$ cat src/rtl/lbp_hist.sv
// Reads the 6x6 interior of the 8x8 LBP result memory, bins each code into the
// 10 rotation-invariant uniform (riu2) classes and streams the histogram out.
module lbp_hist (
  input  logic       clk,
  input  logic       reset,
  input  logic       start,
  output logic [5:0] rd_addr,
  output logic       rd_req,
  input  logic [7:0] rd_data,
  output logic       hist_valid,
  input  logic       hist_ready,
  output logic [3:0] hist_bin,
  output logic [5:0] hist_count,
  output logic       done
);

  typedef enum logic [2:0] {StIdle, StRead, StDrain, StOut, StDone} state_e;

  state_e     state_q, state_d;
  logic [5:0] addr_q, addr_d;
  logic [5:0] cnt_q, cnt_d;
  logic [3:0] idx_q, idx_d;
  logic       pend_q;
  logic       clear_bins;
  logic [5:0] bins_q [10];

  logic [7:0] ring;
  logic [7:0] diff;
  logic [3:0] trans;
  logic [3:0] ones;
  logic [3:0] code_bin;

  // Neighbours in circular order TL,T,TR,R,BR,B,BL,L; ring[i] and ring[i+1] are adjacent.
  assign ring = {rd_data[3], rd_data[5], rd_data[6], rd_data[7],
                 rd_data[4], rd_data[2], rd_data[1], rd_data[0]};
  assign diff = ring ^ {ring[0], ring[7:1]};

  always_comb begin
    trans = '0;
    ones  = '0;
    for (int i = 0; i < 8; i++) begin
      trans = trans + 4'(diff[i]);
      ones  = ones + 4'(rd_data[i]);
    end
    code_bin = (trans <= 4'd2) ? ones : 4'd9;
  end

  always_comb begin
    state_d    = state_q;
    addr_d     = addr_q;
    cnt_d      = cnt_q;
    idx_d      = idx_q;
    clear_bins = 1'b0;
    unique case (state_q)
      StIdle: begin
        if (start) begin
          state_d    = StRead;
          addr_d     = 6'd9;
          cnt_d      = '0;
          idx_d      = '0;
          clear_bins = 1'b1;
        end
      end
      StRead: begin
        if (cnt_q == 6'd35) begin
          state_d = StDrain;
          addr_d  = '0;
        end else begin
          cnt_d  = cnt_q + 6'd1;
          // Column 6 wraps to column 1 of the next row, skipping two border cells.
          addr_d = (addr_q[2:0] == 3'd6) ? addr_q + 6'd3 : addr_q + 6'd1;
        end
      end
      StDrain: state_d = StOut;
      StOut: begin
        if (hist_ready) begin
          if (idx_q == 4'd9) state_d = StDone;
          else               idx_d   = idx_q + 4'd1;
        end
      end
      StDone: begin
        if (!start) state_d = StIdle;
      end
      default: state_d = StIdle;
    endcase
  end

  always_ff @(posedge clk or posedge reset) begin
    if (reset) begin
      state_q <= StIdle;
      addr_q  <= '0;
      cnt_q   <= '0;
      idx_q   <= '0;
      pend_q  <= 1'b0;
    end else begin
      state_q <= state_d;
      addr_q  <= addr_d;
      cnt_q   <= cnt_d;
      idx_q   <= idx_d;
      pend_q  <= rd_req;
    end
  end

  // pend_q marks the cycle in which rd_data carries the previously requested code.
  always_ff @(posedge clk or posedge reset) begin
    if (reset) begin
      for (int i = 0; i < 10; i++) bins_q[i] <= '0;
    end else if (clear_bins) begin
      for (int i = 0; i < 10; i++) bins_q[i] <= '0;
    end else if (pend_q) begin
      for (int i = 0; i < 10; i++) begin
        if (code_bin == 4'(i)) bins_q[i] <= bins_q[i] + 6'd1;
      end
    end
  end

  assign rd_req     = (state_q == StRead);
  assign rd_addr    = addr_q;
  assign hist_valid = (state_q == StOut);
  assign hist_bin   = idx_q;
  assign done       = (state_q == StDone);

  always_comb begin
    hist_count = '0;
    if (hist_valid) begin
      for (int i = 0; i < 10; i++) begin
        if (idx_q == 4'(i)) hist_count = bins_q[i];
      end
    end
  end

endmodule

$ cat config.mk
export PLATFORM = sky130hd
export DESIGN_NAME = lbp_hist
export DESIGN_NICKNAME = d
export VERILOG_FILES = /design/src/rtl/lbp_hist.sv
export SDC_FILE = /design/constraint.sdc
export NUM_CORES = 1
export LEC_CHECK = 0
export ABC_CLOCK_PERIOD_IN_PS = 4880
export CAP_MARGIN = 20
export CORE_UTILIZATION = 40
export DETAILED_ROUTE_END_ITERATION = 8
export GPL_TIMING_DRIVEN = 0
export RECOVER_POWER = 100
export SKIP_LAST_GASP = 1
export SLEW_MARGIN = 25
export SYNTH_ARGS = -nofsm -noshare
export SYNTH_HDL_FRONTEND = slang
export SYNTH_SLANG_ARGS = --single-unit
$ cat constraint.sdc
create_clock -name clk -period 4.88 [get_ports clk]
set_input_delay 0.976 -clock clk [delete_from_list [all_inputs] [get_ports clk]]
set_output_delay 0.976 -clock clk [all_outputs]
set_load 0.02 [all_outputs]
==> flow_summary.rst, run 1 <==
.. list-table::
   :header-rows: 1

   * - Metric
     - Value
   * - Final Skew
     - 6.26 ps
   * - Number of max-cap violations
     - 2
   * - Hold violation count in the final report
     - 0
   * - Area growth syn-to-layout
     - 14.9%
   * - Setup-failing EPs final
     - 0
   * - Average wire per cell in the routed design
     - 17.1 um
   * - Fraction of layout cells with a size suffix above 1
     - 12.3%
   * - Area fraction of the dominant cell type after synthesis
     - 36.5%
   * - Number of nets with antenna violations after routing
     - 0
   * - Post-route non-filler standard cell count
     - 819
   * - Count of cells along the worst hold path
     - 1
   * - Post-synthesis instance area
     - 5490 um2
   * - Slowest library cell on the worst path
     - sky130_fd_sc_hd__fa_1
   * - Final antenna diode count
     - 0
   * - Synth Area in Simple Gates
     - 25.9%
   * - Run status
     - finished with violations
   * - Area of the placeable core
     - 13,300 um2
   * - Share of synthesized flip-flops with an asynchronous set or reset
     - 100%
   * - Number of distinct library cell variants in the gate-level netlist after synthesis
     - 64
   * - DIE WIDTH
     - 119 um
   * - Clock transition at path regs
     - 60 ps
   * - Flops & latches, synth
     - 80
   * - Timing-limited maximum frequency
     - 0.215 GHz
   * - Site row count
     - 42
   * - Antenna violations before repair
     - 0
   * - Post-Route Utilization
     - 47.4%
   * - Number of global-route vias before repair
     - 4,596
   * - Net total in the final layout
     - 681
   * - Endpoint kind of the worst setup timing path
     - flop
   * - Synthesized-area fraction occupied by ao, oa, aoi and oai cells
     - 15.0%
   * - Clock latency on the worst-skew pair
     - 350 ps
   * - Maximum level of the CTS H-tree
     - 3
   * - Count of buffers from port buffering
     - 30
   * - Reg2Reg Depth
     - 5
   * - CTS Buf Count
     - 9
   * - Vias
     - 4,665
   * - Overflow left after global routing
     - 0
   * - Final Cycle Share
     - 95.5%
   * - Required time of the critical path
     - 5120 ps
   * - Dominant combinational cell family by area after synthesis
     - simple AND/OR/NAND/NOR gates
   * - Area leader, netlist
     - sky130_fd_sc_hd__dfrtp_1
   * - Average footprint of a synthesized cell
     - 9.30 um2
   * - Largest net degree at the start of global routing
     - 45
   * - TritonCTS Sinks
     - 80
   * - First DRT Iteration DRCs
     - 239
   * - Startpoint Class
     - input port
   * - Critical-path cell list
     - clkdlybuf4s50_1 > fa_1 > inv_1 > fa_1 > fa_1 > inv_1 > ha_1 > fa_1 > nor2b_1 > nand4_1 > clkbuf_2 > buf_4 > nor4_1 > xnor2_1 > nor2_1
   * - Library cell used as clock root buffer
     - sky130_fd_sc_hd__clkbuf_16
   * - Portion of netlist area occupied by mux cells
     - 2.21%
   * - DIE AREA
     - 14,200 um2
   * - Adder and majority cell fraction of the synthesized area
     - 8.16%
   * - Setup repair after global routing missed its margin
     - false
   * - Fill count
     - 1,290
   * - Routed wire length
     - 14,000 um
   * - CTS tree
     - done
   * - Fraction of the yosys area taken by sequential cells
     - 36.5%
   * - Type of the setup path with the least slack
     - in2reg
   * - Placer congestion estimate
     - 0.994
   * - P_leak
     - 0.00270 uW
   * - Dpl cells
     - 797
   * - Starting density of the core
     - 41.3%
   * - Top-Level Pins
     - 31
   * - Overall Global Routing Usage
     - 21.3%
   * - Buffers from clock root to sink, at most
     - 2
   * - Number of synthesis warnings
     - 0
   * - Leading cell types by total area after synthesis
     - sky130_fd_sc_hd__dfrtp_1, sky130_fd_sc_hd__xnor2_1, sky130_fd_sc_hd__nor2_1, sky130_fd_sc_hd__ha_1, sky130_fd_sc_hd__nor4_2
   * - Power per cell area
     - 390 nW/um2
   * - Transition time at the pin with the least slew margin
     - 2060 ps
   * - Worst path max stage delay
     - 560 ps
   * - Most frequent cells in the layout
     - sky130_fd_sc_hd__nor2_1, sky130_fd_sc_hd__dfrtp_1, sky130_fd_sc_hd__xnor2_1, sky130_fd_sc_hd__a21oi_1, sky130_fd_sc_hd__o21ai_0
   * - Remaining DRCs
     - 0
   * - Number of buffers inserted by hold repair at cts
     - 0
   * - Area share of xor/xnor cells in the synthesized design
     - 7.98%
   * - Min cycle time layout
     - 4660 ps
   * - Remaining max-slew budget at the tightest pin
     - -37.8%
   * - Most frequent standard cell in the layout excluding fill and tap cells
     - sky130_fd_sc_hd__nor2_1
   * - Data arrival time of the critical path
     - 4900 ps
   * - Post-Synthesis Net Count
     - 633
   * - Most repeated library cell on the critical path
     - sky130_fd_sc_hd__fa_1
   * - Wire length of the first global-routing pass
     - 23,600 um
   * - Class of the most critical hold timing path
     - reg2reg
   * - Count of flip-flops with a built-in enable after synthesis
     - 0
   * - Floorplan die height
     - 119 um
   * - Pre-Repair DR Iteration Count
     - 5
   * - Violated checks
     - capacitance limit, slew limit
   * - Max-slew violations
     - 83
   * - Max FO, Critical Path
     - 8
   * - Placed wire-length estimate after detailed placement
     - 10,300 um
   * - Gate Count Post-Synth
     - 590
   * - Worst vdd rail ir drop
     - 0.000219 V
   * - Ratio of routed vias to standard cells
     - 5.70
   * - Post-synth top flop
     - sky130_fd_sc_hd__dfrtp_1
[final timing paths]
kind,start,end,slack [ps]
max in group asynchronous,reset,bins_q[2],810
setup / recovery,rd_data[3],bins_q[23],220
setup reg to reg,state_q[1],state_q[0],2040
min in group asynchronous,reset,bins_q[49],1460
hold / removal,rd_addr[5],rd_addr[5],470
hold reg to reg,rd_addr[5],rd_addr[5],470
[area by class of cell]
| cell class | instances | area [um2] | share of cell area (%) |
|---|---|---|---|
| multi-input combinational | 456 | 3190 | 50.5 |
| sequential | 80 | 2000 | 31.8 |
| timing repair buffer | 37 | 350 | 5.56 |
| clock buffer | 11 | 243 | 3.85 |
| tap | 176 | 220 | 3.49 |
| buffer | 27 | 143 | 2.26 |
| inverter | 27 | 103 | 1.63 |
| clock inverter | 5 | 56.3 | 0.893 |
[through the flow]
| stage | hold slack (ps) | worst slack, ps | cell area, um2 | total power [uW] | TNS, ps |
|---|---|---|---|---|---|
| after floorplan | 489 | 187 | 5490 | 1490 | 0 |
| after global placement | 477 | -779 | 6010 | 1740 | -33650 |
| after detailed placement | 468 | -821 | 6040 | 1770 | -38830 |
| after CTS | 486 | 5.79 | 6440 | 2520 | 0 |
| after global routing | 508 | 19.6 | 6300 | 2600 | 0 |
| final | 471 | 220 | 6300 | 2460 | 0 |
[worst max-delay path: cells and delay by family]
| family | cells | cell delay (ps) |
|---|---|---|
| fa+ha+maj | 5 | 2220 |
| simple gates | 4 | 590 |
| buf+inv | 5 | 970 |
| xor+xnor | 1 | 160 |
[kinds of logic (layout without fill, tap and decap cells)]
logic type                 after synthesis  count (layout)
xor gates and xnor gates                50              50
DFF                                     80              80
adders and majority gates               31              31
buffers and inverters                   54             107
and+or+nand+nor                        241             241
AOI/OAI and AO/OA                      122             122
muxes                                   12              12
[where the power goes]
group / internal (uW) / switching [uW] / leakage (uW)
sequential: 744 / 120 / 0.00110
combinational: 321 / 578 / 0.00146
clock: 409 / 285 / 0.000145
[flip-flops by register name, indices dropped and copies added, names as in the netlist]
signal,flops
pend_q,1
cnt_q,6
state_q,3
hist_bin,4
bins_q,60
rd_addr,6
[layer usage]
| metal | vias to the layer above | GRT usage (%) | wire length [um] |
|---|---|---|---|
| met2 | 115 | 34.6 | 6660 |
| met3 | 20 | 3.35 | 568 |
| met5 | - | 0 | 0 |
| met4 | 0 | 9.10 | 305 |
| met1 | 2331 | 27.9 | 6490 |
| li1 | 2199 | - | - |
[cell usage after synthesis, types with 4 or more instances]
| library cell | n |
|---|---|
| sky130_fd_sc_hd__nor3_2 | 8 |
| sky130_fd_sc_hd__or3_1 | 4 |
| sky130_fd_sc_hd__mux2i_1 | 11 |
| sky130_fd_sc_hd__o21ai_0 | 30 |
| sky130_fd_sc_hd__a211oi_1 | 4 |
| sky130_fd_sc_hd__nor2b_1 | 11 |
| sky130_fd_sc_hd__nor4_1 | 4 |
| sky130_fd_sc_hd__fa_1 | 8 |
| sky130_fd_sc_hd__and2_1 | 6 |
| sky130_fd_sc_hd__nor2_1 | 83 |
| sky130_fd_sc_hd__a221oi_1 | 5 |
| sky130_fd_sc_hd__nor4_2 | 22 |
| sky130_fd_sc_hd__nand4_1 | 9 |
| sky130_fd_sc_hd__o21ai_1 | 6 |
| sky130_fd_sc_hd__ha_1 | 23 |
| sky130_fd_sc_hd__xor2_1 | 7 |
| sky130_fd_sc_hd__a31o_2 | 6 |
| sky130_fd_sc_hd__and4_1 | 5 |
| sky130_fd_sc_hd__clkbuf_1 | 7 |
| sky130_fd_sc_hd__nand3_1 | 25 |
| sky130_fd_sc_hd__buf_2 | 16 |
| sky130_fd_sc_hd__nand2b_1 | 5 |
| sky130_fd_sc_hd__inv_1 | 27 |
| sky130_fd_sc_hd__a22o_1 | 10 |
| sky130_fd_sc_hd__nand2_1 | 32 |
| sky130_fd_sc_hd__xnor2_1 | 43 |
| sky130_fd_sc_hd__nor3_1 | 7 |
| sky130_fd_sc_hd__dfrtp_1 | 80 |
| sky130_fd_sc_hd__a21oi_1 | 33 |
[repair_timing]
item | CTS | global route
gates resized for setup | 17 | 14
endpoints found under the setup margin | 59 | 54
pin swaps | 4 | 5
setup buffers | 4 | 2
Note: power is estimated with default switching activity, not from simulation.
==> run 2, diff against run 1 <==
--- a/config.mk
+++ b/config.mk
@@ -7,12 +7,15 @@
 export LEC_CHECK = 0
 export ABC_CLOCK_PERIOD_IN_PS = 4880
 export CAP_MARGIN = 20
+export CELL_PAD_IN_SITES_DETAIL_PLACEMENT = 1
+export CELL_PAD_IN_SITES_GLOBAL_PLACEMENT = 1
 export CORE_UTILIZATION = 40
 export DETAILED_ROUTE_END_ITERATION = 8
 export GPL_TIMING_DRIVEN = 0
+export PLACE_DENSITY_LB_ADDON = 0.1
 export RECOVER_POWER = 100
 export SKIP_LAST_GASP = 1
-export SLEW_MARGIN = 25
+export SLEW_MARGIN = 20
 export SYNTH_ARGS = -nofsm -noshare
 export SYNTH_HDL_FRONTEND = slang
 export SYNTH_SLANG_ARGS = --single-unit
==> run 2 against run 1 <==
The flow still finishes with violations (capacitance limit, slew limit). Sequential power is essentially flat. Critical path depth unchanged. Wire length up 13%. Final cell count is 0.85% higher. Design area increased by 2.3%. Total power increased by 4.1%. Combinational power increased by 16%. First-iteration DRC count is 3.8% lower. Critical path type unchanged. Global-route usage up 2.5 points. Register-to-register slack got worse by 20 ps. Clock power decreased by 5.3%. Largest power group unchanged.
==> flow_summary.rst, run 2 (synthesis gave the netlist of run 1 again) <==
.. list-table::
   :header-rows: 1

   * - Metric
     - Value
   * - Overflow left after global routing
     - 0
   * - Data arrival time of the critical path
     - 4990 ps
   * - Critical path launch point
     - rd_data[3]
   * - Setup-failing EPs final
     - 0
   * - Reg2Reg Depth
     - 7
   * - Startpoint of the worst register-to-register path
     - state_q[1]
   * - Largest net degree at the start of global routing
     - 47
   * - CTS tree
     - done
   * - Area of combinational cells with multiple inputs
     - 3300 um2
   * - Placer congestion estimate
     - 0.839
   * - Routed wire length
     - 15,900 um
   * - Switching fraction of total power
     - 41.4%
   * - Clock latency on the worst-skew pair
     - 350 ps
   * - Endpoint kind of the worst setup timing path
     - flop
   * - Overall Global Routing Usage
     - 23.8%
   * - Worst hold path startpoint
     - rd_addr[5]
   * - Number of buffers inserted by hold repair at cts
     - 0
   * - Worst-case register-to-register setup slack
     - 2020 ps
   * - Wire length of the first global-routing pass
     - 26,100 um
   * - Floorplan die height
     - 119 um
   * - Final Cycle Share
     - 97.7%
   * - Hold EP
     - rd_addr[5]
   * - Net total in the final layout
     - 688
   * - Fraction of layout cells with a size suffix above 1
     - 15.4%
   * - Max FO, Critical Path
     - 4
   * - Required time of the critical path
     - 5110 ps
   * - Type of the setup path with the least slack
     - in2reg
   * - Violated checks
     - capacitance limit, slew limit
   * - Average wire per cell in the routed design
     - 19.2 um
   * - Remaining max-slew budget at the tightest pin
     - -3.93%
   * - Most frequent cells in the layout
     - sky130_fd_sc_hd__nor2_1, sky130_fd_sc_hd__dfrtp_1, sky130_fd_sc_hd__xnor2_1, sky130_fd_sc_hd__a21oi_1, sky130_fd_sc_hd__o21ai_0
   * - Buffers from clock root to sink, at most
     - 2
   * - Count of buffers from port buffering
     - 30
   * - Ratio of routed vias to standard cells
     - 5.72
   * - Number of global-route vias before repair
     - 4,816
   * - Hold violation count in the final report
     - 0
   * - Register name with the most flops
     - bins_q
   * - Number of nets with antenna violations after routing
     - 0
   * - Worst vdd rail ir drop
     - 0.000214 V
   * - Switching power summed over all nets
     - 1060 uW
   * - First DRT Iteration DRCs
     - 230
   * - Run status
     - finished with violations
   * - Transition time at the pin with the least slew margin
     - 1550 ps
   * - Area growth syn-to-layout
     - 17.5%
   * - Timing-limited maximum frequency
     - 0.210 GHz
   * - CTS Buf Count
     - 9
   * - Area of the placeable core
     - 13,300 um2
   * - Most frequent standard cell in the layout excluding fill and tap cells
     - sky130_fd_sc_hd__nor2_1
   * - Hold Worst Slack
     - 473 ps
   * - P_leak
     - 0.00271 uW
   * - Placed wire-length estimate after detailed placement
     - 11,800 um
   * - Max FFs per register
     - 60
   * - Capture point of the worst reg-to-reg path
     - rd_addr[5]
   * - Class of the most critical hold timing path
     - reg2reg
   * - Startpoint Class
     - input port
   * - Top-Level Pins
     - 31
   * - Clock transition at path regs
     - 60 ps
   * - Site row count
     - 42
   * - DIE AREA
     - 14,200 um2
   * - Final antenna diode count
     - 0
   * - Antenna violations before repair
     - 0
   * - Post-Route Utilization
     - 48.5%
   * - Combinational share of power
     - 40.5%
   * - Maximum level of the CTS H-tree
     - 3
   * - Min cycle time layout
     - 4770 ps
   * - Power per cell area
     - 397 nW/um2
   * - Pre-Repair DR Iteration Count
     - 4
   * - Fill count
     - 1,558
   * - Number of max-cap violations
     - 1
   * - Vias
     - 4,725
   * - Clock share of power
     - 25.7%
   * - P_int
     - 1500 uW
   * - Library cell used as clock root buffer
     - sky130_fd_sc_hd__clkbuf_16
   * - Final Skew
     - 6.83 ps
   * - Register Area
     - 2000 um2
   * - Count of cells along the worst hold path
     - 1
   * - Max-slew violations
     - 36
   * - Remaining DRCs
     - 0
   * - Power share of the sequential group
     - 33.8%
   * - TritonCTS Sinks
     - 80
   * - DIE WIDTH
     - 119 um
   * - Starting density of the core
     - 41.3%
[run 2: metal layers]
layer / global-route usage (%) / share of wire (%) / up-vias
met3: 4.79 / 3.4 / 16
met5: 0 / 0 / -
met1: 31.7 / 47 / 2420
li1: - / - / 2211
met2: 39.4 / 49 / 78
met4: 5.85 / 1.2 / 0
[run 2: timing repair]
item,in CTS,in global routing
setup endpoints to repair,60,48
setup buffers,5,7
cloned,0,1
gates resized for setup,22,14
pin swaps,4,7
[run 2: final cells by class]
cell class | count | share of cell area, %
flip-flops and latches | 80 | 31.0
repair buffers | 44 | 6.11
well taps | 176 | 3.42
inverters | 27 | 1.59
multi-input cells | 456 | 51.3
plain buffers | 27 | 2.15
clock buffers | 12 | 3.98
clock inverters | 4 | 0.446
[run 2: through the flow]
step	setup slack (ps)	instance area (um2)	total power, uW	setup TNS (ps)	instances
6_report	114	6450	2560	0	826
5_1_grt	-24.7	6450	2720	-80.4	826
4_1_cts	7.79	6460	2560	0	818
3_5_place_dp	-920	6040	1800	-42780	797
3_3_place_gp	-812	6010	1750	-35820	796
2_1_floorplan	187	5490	1490	0	590
[run 2: worst max-delay path: stages]
cell and delay, ps:
sky130_fd_sc_hd__clkdlybuf4s50_1 490, sky130_fd_sc_hd__fa_1 510, sky130_fd_sc_hd__inv_1 50, sky130_fd_sc_hd__fa_1 450, sky130_fd_sc_hd__fa_1 500, sky130_fd_sc_hd__inv_1 40, sky130_fd_sc_hd__ha_1 210, sky130_fd_sc_hd__fa_1 490
sky130_fd_sc_hd__nor2_1 140, sky130_fd_sc_hd__nand4_1 220, sky130_fd_sc_hd__clkbuf_1 240, sky130_fd_sc_hd__nor3_1 260, sky130_fd_sc_hd__buf_6 170, sky130_fd_sc_hd__mux2i_1 200, sky130_fd_sc_hd__nor2_1 60
[run 2: worst max-delay path by stage]
stage	endpoint	slack, ps	depth (start not counted)
after floorplan	bins_q[44]	190	13
after global placement	bins_q[11]	-810	15
after detailed placement	bins_q[11]	-920	15
after CTS	bins_q[32]	8	14
after global routing	bins_q[31]	-20	15
final	bins_q[31]	110	15
[run 2: power by group through the flow]
stage	Combinational, uW	Clock (uW)	Sequential (uW)
6_report	1040	657	866
5_1_grt	1140	698	883
4_1_cts	1020	677	867
3_5_place_dp	925	0	876
3_3_place_gp	885	0	869
2_1_floorplan	627	0	859
==> run 3, diff against run 2 <==
--- a/config.mk
+++ b/config.mk
@@ -10,6 +10,7 @@
 export CELL_PAD_IN_SITES_DETAIL_PLACEMENT = 1
 export CELL_PAD_IN_SITES_GLOBAL_PLACEMENT = 1
 export CORE_UTILIZATION = 40
+export CTS_BUF_LIST = sky130_fd_sc_hd__clkbuf_16
 export DETAILED_ROUTE_END_ITERATION = 8
 export GPL_TIMING_DRIVEN = 0
 export PLACE_DENSITY_LB_ADDON = 0.1
==> run 3 against run 2 <==
Wire length is 0.11% lower. Design area down 0.31%. Flip-flop and latch count is the same. Register-to-register slack improved by 50 ps. Utilization down 0.15 points. Via count down 0.95%. Global-route usage about the same. Die area did not move. The run still ends with capacitance limit, slew limit left. Final cell count stayed put. Setup slack improved by 5.6 ps. Hold slack got worse by 0.53 ps.
==> flow_summary.rst, run 3 (synthesis gave the netlist of run 1 again) <==
.. list-table::
   :header-rows: 1

   * - Metric
     - Value
   * - Final Skew
     - 6.50 ps
   * - Area growth syn-to-layout
     - 17.1%
   * - Max FFs per register
     - 60
   * - Power per cell area
     - 393 nW/um2
   * - Endpoint kind of the worst setup timing path
     - flop
   * - Final Cycle Share
     - 97.5%
   * - Maximum level of the CTS H-tree
     - 3
   * - Ratio of routed vias to standard cells
     - 5.67
   * - Dpl cells
     - 797
   * - Number of max-cap violations
     - 1
   * - Most frequent standard cell in the layout excluding fill and tap cells
     - sky130_fd_sc_hd__nor2_1
   * - Number of nets with antenna violations after routing
     - 0
   * - Setup-failing EPs final
     - 0
   * - Routed wire length
     - 15,900 um
   * - Most frequent cells in the layout
     - sky130_fd_sc_hd__nor2_1, sky130_fd_sc_hd__dfrtp_1, sky130_fd_sc_hd__xnor2_1, sky130_fd_sc_hd__a21oi_1, sky130_fd_sc_hd__o21ai_0
   * - Required time of the critical path
     - 5110 ps
   * - Clock latency on the worst-skew pair
     - 350 ps
   * - Worst path max stage delay
     - 510 ps
   * - Type of the setup path with the least slack
     - in2reg
   * - CTS tree
     - done
   * - Buffers from clock root to sink, at most
     - 2
   * - Crit path max-delay family
     - adder cells
   * - Overflow left after global routing
     - 0
   * - Fraction of layout cells with a size suffix above 1
     - 15.1%
   * - Register Area
     - 2000 um2
   * - Post-route non-filler standard cell count
     - 826
   * - Remaining DRCs
     - 0
   * - Overall Global Routing Usage
     - 23.7%
   * - Vias
     - 4,680
   * - Floorplan die height
     - 119 um
   * - Net total in the final layout
     - 688
   * - P_leak
     - 0.00270 uW
   * - Violated checks
     - capacitance limit, slew limit
   * - Worst vdd rail ir drop
     - 0.000214 V
   * - Startpoint of the worst register-to-register path
     - state_q[1]
   * - Transition time at the pin with the least slew margin
     - 1540 ps
   * - Placed wire-length estimate after detailed placement
     - 11,800 um
   * - Pre-Repair DR Iteration Count
     - 4
   * - Data arrival time of the critical path
     - 4990 ps
   * - Hold violation count in the final report
     - 0
   * - Fill count
     - 1,558
   * - Critical path launch point
     - rd_data[3]
   * - Slowest library cell on the worst path
     - sky130_fd_sc_hd__fa_1
   * - Site row count
     - 42
   * - Buffers plus inverters on the worst setup path
     - 5
   * - First DRT Iteration DRCs
     - 246
   * - Run status
     - finished with violations
   * - Critical-path cell list
     - clkdlybuf4s50_1 > fa_1 > inv_1 > fa_1 > fa_1 > inv_1 > ha_1 > fa_1 > nor2_1 > nand4_1 > clkbuf_1 > nor3_1 > buf_6 > mux2i_1 > nor2_1
   * - Register name with the most flops
     - bins_q
   * - Library cell used as clock root buffer
     - sky130_fd_sc_hd__clkbuf_16
   * - Number of global-route vias before repair
     - 4,801
   * - DIE AREA
     - 14,200 um2
   * - Worst hold path startpoint
     - rd_addr[5]
   * - Wire length of the first global-routing pass
     - 26,000 um
   * - Area of the placeable core
     - 13,300 um2
   * - Area of combinational cells with multiple inputs
     - 3300 um2
   * - Starting density of the core
     - 41.3%
   * - Average wire per cell in the routed design
     - 19.2 um
   * - Count of buffers from port buffering
     - 30
   * - Post-Route Utilization
     - 48.3%
   * - DIE WIDTH
     - 119 um
   * - CTS Buf Count
     - 9
   * - Max-slew violations
     - 36
   * - Largest net degree at the start of global routing
     - 47
   * - Max FO, Critical Path
     - 4
   * - Final antenna diode count
     - 0
   * - TritonCTS Sinks
     - 80
   * - Min cycle time layout
     - 4760 ps
   * - Most repeated library cell on the critical path
     - sky130_fd_sc_hd__fa_1
   * - Remaining max-slew budget at the tightest pin
     - -3.44%
   * - Placer congestion estimate
     - 0.839
   * - Clock transition at path regs
     - 60 ps
   * - Class of the most critical hold timing path
     - reg2reg
   * - Antenna violations before repair
     - 0
   * - Startpoint Class
     - input port
   * - Top-Level Pins
     - 31
   * - Timing-limited maximum frequency
     - 0.210 GHz
## run 3: changes by cell type in the layout (fill, tap and decap cells not counted), sizes merged
cell,before,now
clkinv,2,4
inv,26,27
clkbuf,32,29
## run 3: what timing repair did
action,4_1_cts,5_1_grt
setup endpoints to repair,60,48
pin swaps,4,7
gates cloned,0,1
setup buffers,5,7
hold buffers,0,0
resized for setup,22,14
## run 3: area by class of cell
cell class	instances	area share, %
Multi-Input combinational cell	456	51.4
Timing Repair Buffer	44	6.13
Clock inverter	7	0.623
Inverter	27	1.60
Tap cell	176	3.43
Sequential cell	80	31.1
Clock buffer	9	3.50
Buffer	27	2.16
## run 3: worst paths after layout
check | end | slack, ps | cells after the start
worst max-delay path | bins_q[31] | 120 | 15
worst min-delay path | rd_addr[5] | 470 | 1
worst max register to register | rd_addr[5] | 2070 | 7
worst min register to register | rd_addr[5] | 470 | 1
max in group asynchronous | bins_q[12] | 1620 | 3
min in group asynchronous | bins_q[57] | 1440 | 2
## run 3: layer usage
layer	GRT usage [%]	vias to the layer above	routed length, um
li1	-	2211	-
met1	31.9	2393	7380
met2	39.1	61	7710
met3	4.74	15	563
met4	5.78	0	193
met5	0	-	0
## run 3: power breakdown
part | total (uW) | internal [uW] | switching (uW)
sequential | 866 | 744 | 122
clock | 626 | 339 | 287
combinational | 1030 | 382 | 651
## run 3: stage by stage
step | worst slack (ps) | hold WS, ps | total power (uW) | setup TNS [ps] | cell area, um2
floorplan | 187 | 489 | 1490 | 0 | 5490
global placement | -812 | 468 | 1750 | -35820 | 6010
detailed placement | -920 | 477 | 1800 | -42780 | 6040
CTS | 6.86 | 483 | 2530 | 0 | 6440
global route | -25.4 | 514 | 2680 | -81.4 | 6430
finish | 120 | 472 | 2520 | 0 | 6430
==> RTL edit 1: new RTL, config.mk and constraints of run 2 <==
The 5 states of `state_e` get a Gray code encoding in 3 bits.
--- a/src/rtl/lbp_hist.sv
+++ b/src/rtl/lbp_hist.sv
@@ -15,5 +15,5 @@
 );
 
-  typedef enum logic [2:0] {StIdle, StRead, StDrain, StOut, StDone} state_e;
+  typedef enum logic [2:0] {StIdle = 3'b000, StRead = 3'b001, StDrain = 3'b011, StOut = 3'b010, StDone = 3'b110} state_e;
 
   state_e     state_q, state_d;
Behaviour: no difference found for any inputs over 10 cycles, from zero or initial values and one cycle with reset high; not proved beyond that.
==> RTL edit 1 against run 2 <==
  * Critical endpoint is now bins_q[16]
  * Setup slack improved by 0.070 ns
  * Design area increased by 0.76%
  * Worst hold slack improved by 0.0032 ns
  * Power increased by 13%
  * Synthesized cell count decreased by 0.17%
  * Count of clock-buffer cells in the layout unchanged
  * First-iteration DRC count decreased by 18%
  * Sequential cell count unchanged
  * The run still ends with capacitance limit, slew limit left
  * Wire length decreased by 0.90%
  * Area after synthesis increased by 1.1%
  * Die area increased by 1.1%
  * Global-route usage increased by 0.056 points
  * Clock skew about the same
  * Critical path type unchanged
==> RTL edit 1: results (changes against run 2) <==
fillers 1556 (-0.13%); Seq/Total Area, Yosys 36.1% (-0.39 points); share of cells above drive strength 1 14.6% (-0.83 points); max reg flops 60 (unchanged); Worst VDD drop 0.000200 V (-6.7%); first-pass GRT wire length 26.1 mm (about the same); Net Sw Frac 42.2% (+0.82 points); routability cong. 0.821 (-2.2%); Final Skew 0.00724 ns (+0.000410 ns); Syn. warnings 0 (unchanged); Synth Area in Compound Gates 14.3% (-0.72 points); Clk Latency, worst-skew pair 0.35 ns (about the same); Critical Path Fanout Max 10 (+6); ranking of synthesized cells by area dfrtp_1 36%, xnor2_1 7.4%, nor4_2 6.1%; Clock transition at path regs 0.06 ns (about the same); Nets 685 (-0.44%); critical path arrival 4.90 ns (-0.09 ns); n_diodes 0 (unchanged); fin. max-slew vios 36 (unchanged); post-synthesis mux area share 1.62% (-0.59 points); GRT Overall Usage 23.8% (+0.056 points); total iterations of the first detailed-routing run 4 (unchanged); CTS HTree Levels 3 (unchanged); Leak 2.62 nW (-3.2%); initial drt markers 189 (-18%); wirelength, routed 15.7 mm (-0.90%); Commonest cells post-synth 80 x dfrtp_1, 74 x nor2_1, 48 x nand2_1; worst-margin pin slew 1.59 ns (+0.0360 ns); synth unique cells 58 (-9.4%); violated checks capacitance limit, slew limit; post-cts sizing count 12 (-45%); hpwl dp 11.7 mm (-0.36%); vias per inst 5.56 (-2.7%); Hold Crit Class register to register; pre-CTS setup slack -0.836 ns (+0.0841 ns); Setup Buffers After CTS 4 (-1); Synth Area in Adders 8.08% (-0.087 points); vias in the first global route 4858 (+0.87%); outcome finished, violations left; max cap viols 1 (unchanged); syn_nets 632 (-0.16%); Post-Synth XOR/XNOR Area 8.53% (+0.55 points)
RTL edit 1: worst paths after layout:
| path | start | to | slack, ns | depth (start not counted) |
|---|---|---|---|---|
| worst max-delay path | rd_data[3] | bins_q[16] | 0.18 | 14 |
| worst min-delay path | rd_addr[5] | rd_addr[5] | 0.48 | 1 |
| worst max register to register | state_q[2] | rd_addr[5] | 2.04 | 7 |
| worst min register to register | rd_addr[5] | rd_addr[5] | 0.48 | 1 |
| max in group asynchronous | reset | bins_q[12] | 1.57 | 3 |
| min in group asynchronous | reset | bins_q[55] | 1.45 | 2 |
RTL edit 1: final cells by class:
class                           count  area, um2  area share, %
Timing Repair Buffer               42        370           5.70
Tap cell                          176        220           3.39
Inverter                           33        125           1.93
Clock buffer                       12        256           3.95
Multi-Input combinational cell    446       3300           50.7
Sequential cell                    80       2000           30.8
Clock inverter                      3       65.1           1.00
Buffer                             30        161           2.48
RTL edit 1: cells by family after synthesis:
family / after synthesis
adders and majority gates: 31
buffers and inverters: 63
and+or+nand+nor: 237
DFF: 80
xor gates and xnor gates: 54
AOI/OAI and AO/OA: 115
muxes: 9
RTL edit 1: power groups by stage:
stage / registers (mW) / clock network, mW / logic [mW]
3_3_place_gp: 0.919 / 0 / 1.11
6_report: 0.918 / 0.753 / 1.21
2_1_floorplan: 0.914 / 0 / 0.794
4_1_cts: 0.920 / 0.764 / 1.27
5_1_grt: 0.939 / 0.790 / 1.34
3_5_place_dp: 0.929 / 0 / 1.16
RTL edit 1: metal layers:
| metal | vias up | share of wire [%] | track usage [%] | routed length [um] |
|---|---|---|---|---|
| met4 | 0 | 2.4 | 10.0 | 371 |
| met3 | 24 | 1.7 | 3.42 | 267 |
| met5 | - | 0 | 0 | 0 |
| li1 | 2183 | - | - | - |
| met1 | 2320 | 47 | 31.3 | 7310 |
| met2 | 46 | 49 | 39.3 | 7770 |
RTL edit 1: per-stage QoR:
stage	cells	hold slack (ns)	total power, mW	utilization (%)	area (um2)
6_report	822	0.476	2.88	48.5	6500
5_1_grt	822	0.487	3.06	48.5	6500
4_1_cts	816	0.493	2.96	48.8	6550
3_5_place_dp	796	0.478	2.09	45.5	6100
3_3_place_gp	795	0.467	2.03	45.3	6070
2_1_floorplan	589	0.478	1.71	-	5550
RTL edit 1: worst max-delay path, stage by stage:
cell             delay (ns)
clkdlybuf4s50_1        0.48
fa_1                   0.50
inv_1                  0.05
fa_1                   0.45
fa_1                   0.49
inv_1                  0.04
ha_1                   0.21
fa_1                   0.50
and2b_1                0.22
a31oi_2                0.35
buf_4                  0.32
nor4_2                 0.09
xnor2_1                0.17
nor2_1                 0.06
==> RTL edit 2: new RTL, flow settings as in run 2 <==
Made on the original files. Register the output `hist_count`, with the module's reset; this adds one clock of latency there. The other outputs are not delayed to match.
--- a/src/rtl/lbp_hist.sv
+++ b/src/rtl/lbp_hist.sv
@@ -16,4 +16,6 @@
 
   typedef enum logic [2:0] {StIdle, StRead, StDrain, StOut, StDone} state_e;
+
+  logic [5:0] hist_count_d;
 
   state_e     state_q, state_d;
@@ -122,9 +124,17 @@
 
   always_comb begin
-    hist_count = '0;
+    hist_count_d = '0;
     if (hist_valid) begin
       for (int i = 0; i < 10; i++) begin
-        if (idx_q == 4'(i)) hist_count = bins_q[i];
+        if (idx_q == 4'(i)) hist_count_d = bins_q[i];
       end
+    end
+  end
+
+  always_ff @(posedge clk or posedge reset) begin
+    if (reset) begin
+      hist_count <= '0;
+    end else begin
+      hist_count <= hist_count_d;
     end
   end
Behaviour: same outputs for any inputs over 10 cycles, from zero or initial values and one cycle with reset high; that may be too few to reach the edited logic, so the function may still have changed.
==> RTL edit 2 against run 2 <==
  * Area after synthesis about the same
  * Clock power rose by 6.2%
  * Synthesized cell count increased by 2.9%
  * The run still ends with capacitance limit, slew limit left
  * Design area shrank 0.58%
  * Wire length rose by 1.2%
  * Critical path depth is 1 higher
  * Setup slack lost 0.0087 ns
  * Highest routed layer unchanged
  * Power rose by 11%
  * Sequential cell count increased by 6
  * Via count increased by 0.28%
==> RTL edit 2: results (changes against run 2) <==
Mapped Cells 607 (+2.9%); FF-to-FF path depth 5 (-2); Nets 698 (+1.5%); first-pass GRT wire length 26.2 mm (+0.42%); max cap viols 1 (unchanged); Port Buf Inserts 30 (unchanged); Placed Cells 814 (+2.1%); initial drt markers 318 (+38%); wirelength, routed 16.1 mm (+1.2%); Reg2Reg Setup Slack 1.96 ns (-0.06 ns); fin. max-slew vios 33 (-8.3%); routability cong. 0.783 (-6.7%); Post-Synth XOR/XNOR Area 6.55% (-1.4 points); Critical Path Fanout Max 6 (+2); synth unique cells 60 (-6.3%); ranking of synthesized cells by area dfrtp_1 39%, xnor2_1 5.3%, ha_1 5.2%; P_int 1.65 mW (+10%); share of cells above drive strength 1 11.4% (-4.0 points); critical path arrival 5.02 ns (+0.03 ns); GR Layer Usage met1 31.3% (-0.40 points); WL/cell 19.2 um (about the same); post-synthesis mux area share 2.76% (+0.55 points); Synth Area in Compound Gates 15.2% (+0.26 points); Commonest cells post-synth 86 x dfrtp_1, 66 x nor2_1, 47 x nand2_1; met2 Use GR 39.3% (-0.073 points); pin count of the biggest net entering global routing 56 (+19%); outcome finished, violations left; Leak 2.78 nW (+2.6%); Crit. Startpoint rd_data[1]; violated checks capacitance limit, slew limit; syn_nets 650 (+2.7%); max incr delay on CP 0.54 ns (+0.03 ns); routed via count 4738 (+0.28%); vias in the first global route 4974 (+3.3%); Final Skew 0.00673 ns (-0.0000932 ns); met3 Use GR 5.94% (+1.1 points); Worst VDD drop 0.000304 V (+42%); Synth Area in Adders 8.17% (about the same); GRT Overall Usage 24.1% (+0.36 points)
==> RTL edit 2: cell count changes after synthesis, sizes merged, moves of 9 or more <==
cell    change
nand3b     +10
xnor2      -10
nand2      +15
inv        +13
a22o       -10
o21ai       -9
nor4       -10
nor2       -17
clkbuf     +12
==> RTL edit 2: power by group through the flow <==
stage | Sequential (mW) | Clock (mW) | Combinational (mW)
3_3_place_gp | 0.931 | 0 | 1.13
5_1_grt | 0.942 | 0.741 | 1.35
2_1_floorplan | 0.930 | 0 | 0.765
4_1_cts | 0.925 | 0.718 | 1.22
3_5_place_dp | 0.935 | 0 | 1.17
6_report | 0.925 | 0.698 | 1.21
==> RTL edit 2: timing repair <==
action / in CTS / in global routing
gates resized for setup: 21 / 17
buffers inserted: 3 / 4
pin swaps: 4 / 11
gates cloned: 0 / 0
endpoints found under the setup margin: 60 / 51
==> RTL edit 2: metrics by stage <==
step                setup slack [ns]  instance area, um2  utilization [%]  hold WS, ns
floorplan                      0.104                5480                -        0.489
global placement              -0.856                6000             45.2        0.467
detailed placement            -0.883                6030             45.4        0.483
CTS                          -0.0357                6430             48.4        0.494
global route                 -0.0867                6410             48.2        0.517
finish                         0.105                6410             48.2        0.485
==> RTL edit 2: area by class of cell <==
| type | instances | area (um2) | share of cell area [%] |
|---|---|---|---|
| clock inverters | 3 | 43.8 | 0.683 |
| multi-input cells | 449 | 3110 | 48.5 |
| clock buffers | 13 | 250 | 3.90 |
| inverters | 41 | 155 | 2.42 |
| well taps | 176 | 220 | 3.44 |
| plain buffers | 30 | 139 | 2.17 |
| flip-flops and latches | 86 | 2150 | 33.6 |
| repair buffers | 38 | 339 | 5.29 |
==> RTL edit 2: layer usage <==
layer  part of all wire (%)  wire length [um]
met1                     46              7400
met2                     48              7640
met3                    3.8               617
met4                    2.4               392
met5                      0                 0
